==> src/rtl/serial_pattern_tx.sv <==
// Serial pattern transmitter: shifts a captured word out MSB-first and repeats it
// a programmed number of times, with a one-cycle idle gap between copies.
module serial_pattern_tx #(
    parameter int unsigned WIDTH = 8,
    parameter int unsigned REP_W = 4
) (
    input  logic             i_clk,
    input  logic             i_rst_n,
    input  logic             i_load,
    input  logic [WIDTH-1:0] i_data,
    input  logic [REP_W-1:0] i_repeat,
    input  logic             i_abort,
    output logic             o_sout,
    output logic             o_frame,
    output logic             o_busy,
    output logic             o_done
);

    localparam int unsigned CntW = $clog2(WIDTH);
    localparam logic [CntW-1:0] LastBit = CntW'(WIDTH - 1);

    typedef enum logic [1:0] {
        StIdle  = 2'b00,
        StShift = 2'b01,
        StGap   = 2'b10,
        StFin   = 2'b11
    } state_e;

    state_e           r_state, w_state;
    logic [WIDTH-1:0] r_hold, w_hold;
    logic [WIDTH-1:0] r_shift, w_shift;
    logic [CntW-1:0]  r_bitcnt, w_bitcnt;
    logic [REP_W-1:0] r_rep, w_rep;

    always_ff @(posedge i_clk or negedge i_rst_n) begin
        if (!i_rst_n) begin
            r_state  <= StIdle;
            r_hold   <= '0;
            r_shift  <= '0;
            r_bitcnt <= '0;
            r_rep    <= '0;
        end else begin
            r_state  <= w_state;
            r_hold   <= w_hold;
            r_shift  <= w_shift;
            r_bitcnt <= w_bitcnt;
            r_rep    <= w_rep;
        end
    end

    always_comb begin
        w_state  = r_state;
        w_hold   = r_hold;
        w_shift  = r_shift;
        w_bitcnt = r_bitcnt;
        w_rep    = r_rep;
        if (i_abort) begin
            // Abort wins over everything, including a simultaneous LOAD in IDLE.
            w_state  = StIdle;
            w_shift  = '0;
            w_bitcnt = '0;
            w_rep    = '0;
        end else begin
            case (r_state)
                StIdle: begin
                    if (i_load) begin
                        w_hold   = i_data;
                        w_shift  = i_data;
                        w_rep    = i_repeat;
                        w_bitcnt = LastBit;
                        w_state  = StShift;
                    end
                end
                StShift: begin
                    w_shift  = {r_shift[WIDTH-2:0], 1'b0};
                    w_bitcnt = r_bitcnt - 1'b1;
                    if (r_bitcnt == '0) begin
                        if (r_rep == '0) begin
                            w_state = StFin;
                        end else begin
                            w_rep   = r_rep - 1'b1;
                            w_state = StGap;
                        end
                    end
                end
                StGap: begin
                    w_shift  = r_hold;
                    w_bitcnt = LastBit;
                    w_state  = StShift;
                end
                StFin: begin
                    w_state = StIdle;
                end
                default: begin
                    w_state = StIdle;
                end
            endcase
        end
    end

    assign o_sout  = (r_state == StShift) & r_shift[WIDTH-1];
    assign o_frame = (r_state == StShift);
    assign o_busy  = (r_state != StIdle);
    assign o_done  = (r_state == StFin);

endmodule
==> config.mk <==
export PLATFORM = sky130hd
export DESIGN_NAME = serial_pattern_tx
export DESIGN_NICKNAME = d
export VERILOG_FILES = /design/src/rtl/serial_pattern_tx.sv
export SDC_FILE = /design/constraint.sdc
export NUM_CORES = 1
export LEC_CHECK = 0
export BUFFER_PORTS_ARGS = -buffer_cell sky130_fd_sc_hd__buf_2
export CORE_ASPECT_RATIO = 1.5
export CORE_MARGIN = 4
export CORE_UTILIZATION = 45
export DETAILED_ROUTE_END_ITERATION = 10
export PLACE_DENSITY_LB_ADDON = 0.25
export SYNTH_ARGS = -nofsm -noshare
export SYNTH_HDL_FRONTEND = slang
export SYNTH_SLANG_ARGS = --single-unit
==> constraint.sdc <==
create_clock -name i_clk -period 2.4 [get_ports i_clk]
set_input_delay 0.48 -clock i_clk [delete_from_list [all_inputs] [get_ports i_clk]]
set_output_delay 0.48 -clock i_clk [all_outputs]
set_load 0.05 [all_outputs]
# Word level (Yosys, flattened, before mapping)

Cells that the tools add are included.

Bits in registers: 25
Bits of input ports: 16
Output and inout port bits: 4
Logic and storage cells: 41

Add/sub/neg operators: 2
Equal/unequal tests: 6
Multiplexer cells: 16
Bitwise gates (word level): 2
Reductions and logical operators: 10

Operators with widths:

| cell                                                                   | number |
|---|---|
| 8-bit one-hot mux with 3 select lines                                  | 1 |
| 4-bit two-way mux                                                      | 4 |
| 8-bit two-way mux                                                      | 2 |
| 3-bit one-hot mux with 3 select lines                                  | 1 |
| 2-bit one-hot mux with 4 select lines                                  | 1 |
| 4-bit one-hot mux with 2 select lines                                  | 1 |
| 2-bit two-way mux                                                      | 3 |
| 3-bit two-way mux                                                      | 2 |
| 3-bit != test (second input constant)                                  | 2 |
| 2-bit equality test (second input constant)                            | 2 |
| 4-bit zero test                                                        | 1 |
| 2-bit AND reduction                                                    | 2 |
| 4-bit AND reduction                                                    | 1 |
| 4-bit nonzero test                                                     | 1 |
| 4-bit by 1-bit subtractor with 4-bit output (second input constant)    | 1 |
| 3-bit zero test                                                        | 1 |
| 3-bit by 2-bit != test with 1-bit output (second input constant)       | 1 |
| 3-bit AND reduction                                                    | 1 |
| 3-bit nonzero test                                                     | 1 |
| 3-bit by 1-bit subtractor with 3-bit output (second input constant)    | 1 |
| 2-bit by 1-bit equality test with 1-bit output (second input constant) | 1 |
| 2-bit zero test                                                        | 1 |
| 2-bit nonzero test                                                     | 1 |
| 1-bit bitwise AND                                                      | 1 |
| other kinds (2)                                                        | 2 |

# Logic depth before layout (Yosys ltp)

Depth after elaboration: 5
Gate-level depth with buffers: 8
Gate-level depth less buffers: 7

# Least setup slack after synthesis

No wires, ideal clock.

Path kind: register to output
Start: register r_state[1]
End: output port o_sout
Arrival: 1.432 ns
Required time: 1.920 ns
Slack: 0.488 ns
Cell stages (with the launch flop): 6
Buffers on the path: 2
Path through: dfrtp_1 -> inv_1 -> ha_1 -> buf_4 -> buf_2 -> and2_1

Word-level cells in the longest chain between the ends: 2

Ends and longest elaborated chain:

| what                                           | RTL line | source |
|---|---|---|
| start: declaration                             | 29       | `state_e r_state, w_state;` |
| start signal: assignment                       | 37       | `r_state <= StIdle;` |
| start signal: assignment                       | 43       | `r_state <= w_state;` |
| 2-bit by 1-bit equality test with 1-bit output | 101      | `assign o_sout = (r_state == StShift) & r_shift[WIDTH-1];` |
| 1-bit bitwise AND                              | 101      |  |
| end: declaration                               | 13       | `output logic o_sout,` |

No other way between the ends.

# Worst setup path after layout

Same ends and word-level chain as after synthesis.

==> metrics.md <==
| Metric | Value |
|---|---|
| CTS tree | `yes` |
| Vias | `1072` |
| Initial Util | `~48%` |
| Worst min path class | `input pin to asynchronous set/reset pin` |
| Die Width | `about 54 um` |
| Post-CTS setup buffers | `0` |
| Final ANT Viol Nets | `0` |
| Placed Instance Area | `0.00156 mm^2` |
| Hold Slack | `0.195 ns` |
| Hold buffers post-CTS | `0` |
| Inserted Clock Buffers | `3` |
| Peak per-stage delay on the critical path | `0.43 ns` |
| Drt first-iter violations | `34` |
| Leak Pwr | `0.000734 uW` |
| Synth Cell Area | `0.00144 mm^2` |
| Post-DP HPWL | `2.14 mm` |
| Post-Syn Nets | `166` |
| Cell taking the most area after synthesis | `dfrtp_1` |
| Critical Path Fanout Max | `11` |
| Setup TNS | `0 ns` |
| Final #Nets | `186` |
| Initial antenna violation count | `0` |
| Slew at the pin closest to its max-slew limit | `0.564 ns` |
| EDFF count, synth | `0` |
| Die ar. | `0.00420 mm^2` |
| Leading post-synthesis cells by instance count | `dfrtp_1, nand2_1, inv_1, mux2_2` |
| Final wirelength | `roughly 3.0 mm` |
| Top-count cell post-synth | `dfrtp_1` |
| Critical R2R Capture | `r_rep[0]` |
| Synthesis Warnings | `0` |
| DRT Pass-1 Iters | `4` |
| GPL Wtd Cong | `0.729` |
| Critical Path End Type | `output pin` |
| Vias in the first global route | `1110` |
| Max clock buf depth | `2` |
| Post-cts sizing count | `0` |
| Final Critical Period | `2.19 ns` |
| Worst-path cell chain | `inv_1, ha_1, buf_4, and2_1, buf_2` |
| I/O pin total | `20` |
| CP Launch Type | `flip-flop` |
| Post-DR wirelength/cell | `14.9 um` |
| Clock Sinks | `25` |
| Outcome | `completed` |
| Layout cells sized above 1 | `28.1%` |
| Worst vdd ir | `between 0.5 and 0.6 mV` |
| RSZ-0062 raised after global routing | `false` |
| GRT Overall Usage | `16.0%` |
| Critical path type | `flip-flop to output pin` |
| Mapped Cells | `approximately 140` |
| Core ar. | `about 0.003 mm^2` |
| Design area | `0.00161 mm^2` |
| CP Data Required Time | `1.92 ns` |
| Clock transition at the registers of the reported paths | `0.09 ns` |
| Drt drc | `0` |
| Final setup skew | `0.00454 ns` |
| P&R area growth vs syn | `11.7%` |
| Sw frac | `between 40 and 50%` |
| FMAX | `between 400 and 500 MHz` |
| Vias per cell | `5.39` |
| Slew Viols, Final | `0` |
| Root buffer cell | `clkbuf_8` |
| Clock network power share | `13.6%` |
| Internal power | `between 1000 and 1500 uW` |
| CP Data Arrival Time | `1.71 ns` |
| # setup viols final | `0` |
| First-pass GRT wire length | `5.04 mm` |
| Sequential-to-total area share from yosys stat | `43.3%` |
| Combinational power share | `about 48%` |
| Num rows | `24` |
| Flop2flop setup slack | `0.41 ns` |
| Fin. Hold Viols | `0` |
| Worst-Skew Late Latency | `0.27 ns` |
| Port-buffer cells | `19` |
| Htree depth | `1` |
| Crit Reg-Reg Startpoint | `r_state[1]` |
| Top cells by area, synth | `dfrtp_1, ha_1, mux2_2, o31ai_1, nand2_1` |
| Fin crit share | `91.1%` |
| Syn Area/Cell | `10.2 um^2` |
| Antenna Cells | `0` |
| R2R depth | `6` |
| Synth async-reset ratio | `100%` |
| Psw | `782 uW` |
| Die height | `77.4 um` |
| Part of the power in registers | `38.1%` |
| Distinct cells, synth | `35` |
| #FFs+latches synth | `25` |
| Ys flop type | `dfrtp_1` |
| Top-area cell type share of the netlist area | `43.3%` |
| Max Cap Viol | `0` |
| Power per cell area | `1170 mW/mm^2` |
| GRT overflow | `0` |
| Slowest cell on the critical path | `dfrtp_1` |
| Max-slew headroom | `62.4%` |
| Largest net degree at the start of global routing | `26` |
[routing by layer]
metal  up-vias  global-route usage, %  wire, um
li1        537                      -         -
met1       518                   19.5      1250
met2        15                   27.7      1620
met3         2                   1.72        79
met4         0                   6.23        23
met5         -                      0         0
[logic make-up (layout without fill, tap and decap cells)]
| logic type | count (synthesis) | after routing | synth area share (%) |
|---|---|---|---|
| buffers and inverters | 20 | 39 | 6.59 |
| adder cells (fa/ha/maj) | 9 | 9 | 7.80 |
| flip-flops | 25 | 25 | 43.3 |
| multiplexers | 13 | 13 | 9.88 |
| AO/OA/AOI/OAI | 35 | 35 | 18.2 |
| AND/OR/NAND/NOR | 38 | 38 | 13.6 |
| XOR/XNOR | 1 | 1 | 0.607 |
[worst max path at each step]
stage,startpoint,to,cells after the start
global placement,r_state[1],r_rep[1],6
CTS,r_state[1],o_sout,5
floorplan,r_state[1],o_sout,5
global route,r_state[1],o_sout,5
detailed placement,r_state[1],r_rep[0],6
finish,r_state[1],o_sout,5
[cell usage in the layout, fill, tap and decap left out, drive strengths merged]
cell	synthesis	routed
nand2b	1	1
nor2	7	7
a311oi	3	3
nand4	1	1
xnor2	1	1
dfrtp	25	25
a22oi	7	7
or3	1	1
nor2b	3	3
o21ai	7	7
nor3	4	4
a31oi	3	3
a21boi	1	1
ha	9	9
and3	1	1
or2	2	2
a211o	1	1
clkinvlp	0	1
a21oi	3	3
o31ai	9	9
clkbuf	3	3
mux2i	3	3
nand3b	1	1
inv	13	13
mux2	10	10
buf	4	22
a311o	1	1
nand2	15	15
and2	2	2
[layout make-up]
cell class,instances,area [um^2]
Tap cell,39,48.8
Clock inverter,1,7.51
Fill cell,289,1390
Timing Repair Buffer,22,118
Inverter,13,48.8
Sequential cell,25,626
Clock buffer,3,41.3
Multi-Input combinational cell,96,723
[power groups by stage]
stage / registers [uW] / logic (uW) / clock network [uW]
2_1_floorplan: 691 / 747 / 0
3_3_place_gp: 717 / 880 / 0
3_5_place_dp: 727 / 915 / 0
4_1_cts: 718 / 926 / 268
5_1_grt: 742 / 1030 / 284
6_report: 719 / 912 / 258
[registers in the layout, summed over array words and instances (netlist names)]
signal,cells
r_hold,8
r_shift,8
r_bitcnt,3
r_state,2
r_rep,4
[through the flow]
step           instances  utilization, %  total power [uW]  setup slack (ns)
2_1_floorplan        141               -              1440             0.488
3_3_place_gp         195            52.1              1600             0.519
3_5_place_dp         195            52.1              1640             0.466
4_1_cts              199            53.7              1910             0.196
5_1_grt              199            53.7              2060             0.114
6_report             199            53.7              1890             0.214
[worst max-delay path, delay by kind of cell, from the launching register on]
| kind | cells | cell delay, ns |
|---|---|---|
| fa+ha+maj | 1 | 0.25 |
| buf+inv | 3 | 0.60 |
| flops | 1 | 0.43 |
| simple gates | 1 | 0.14 |
No activity file was read; power rests on OpenSTA's default activity.
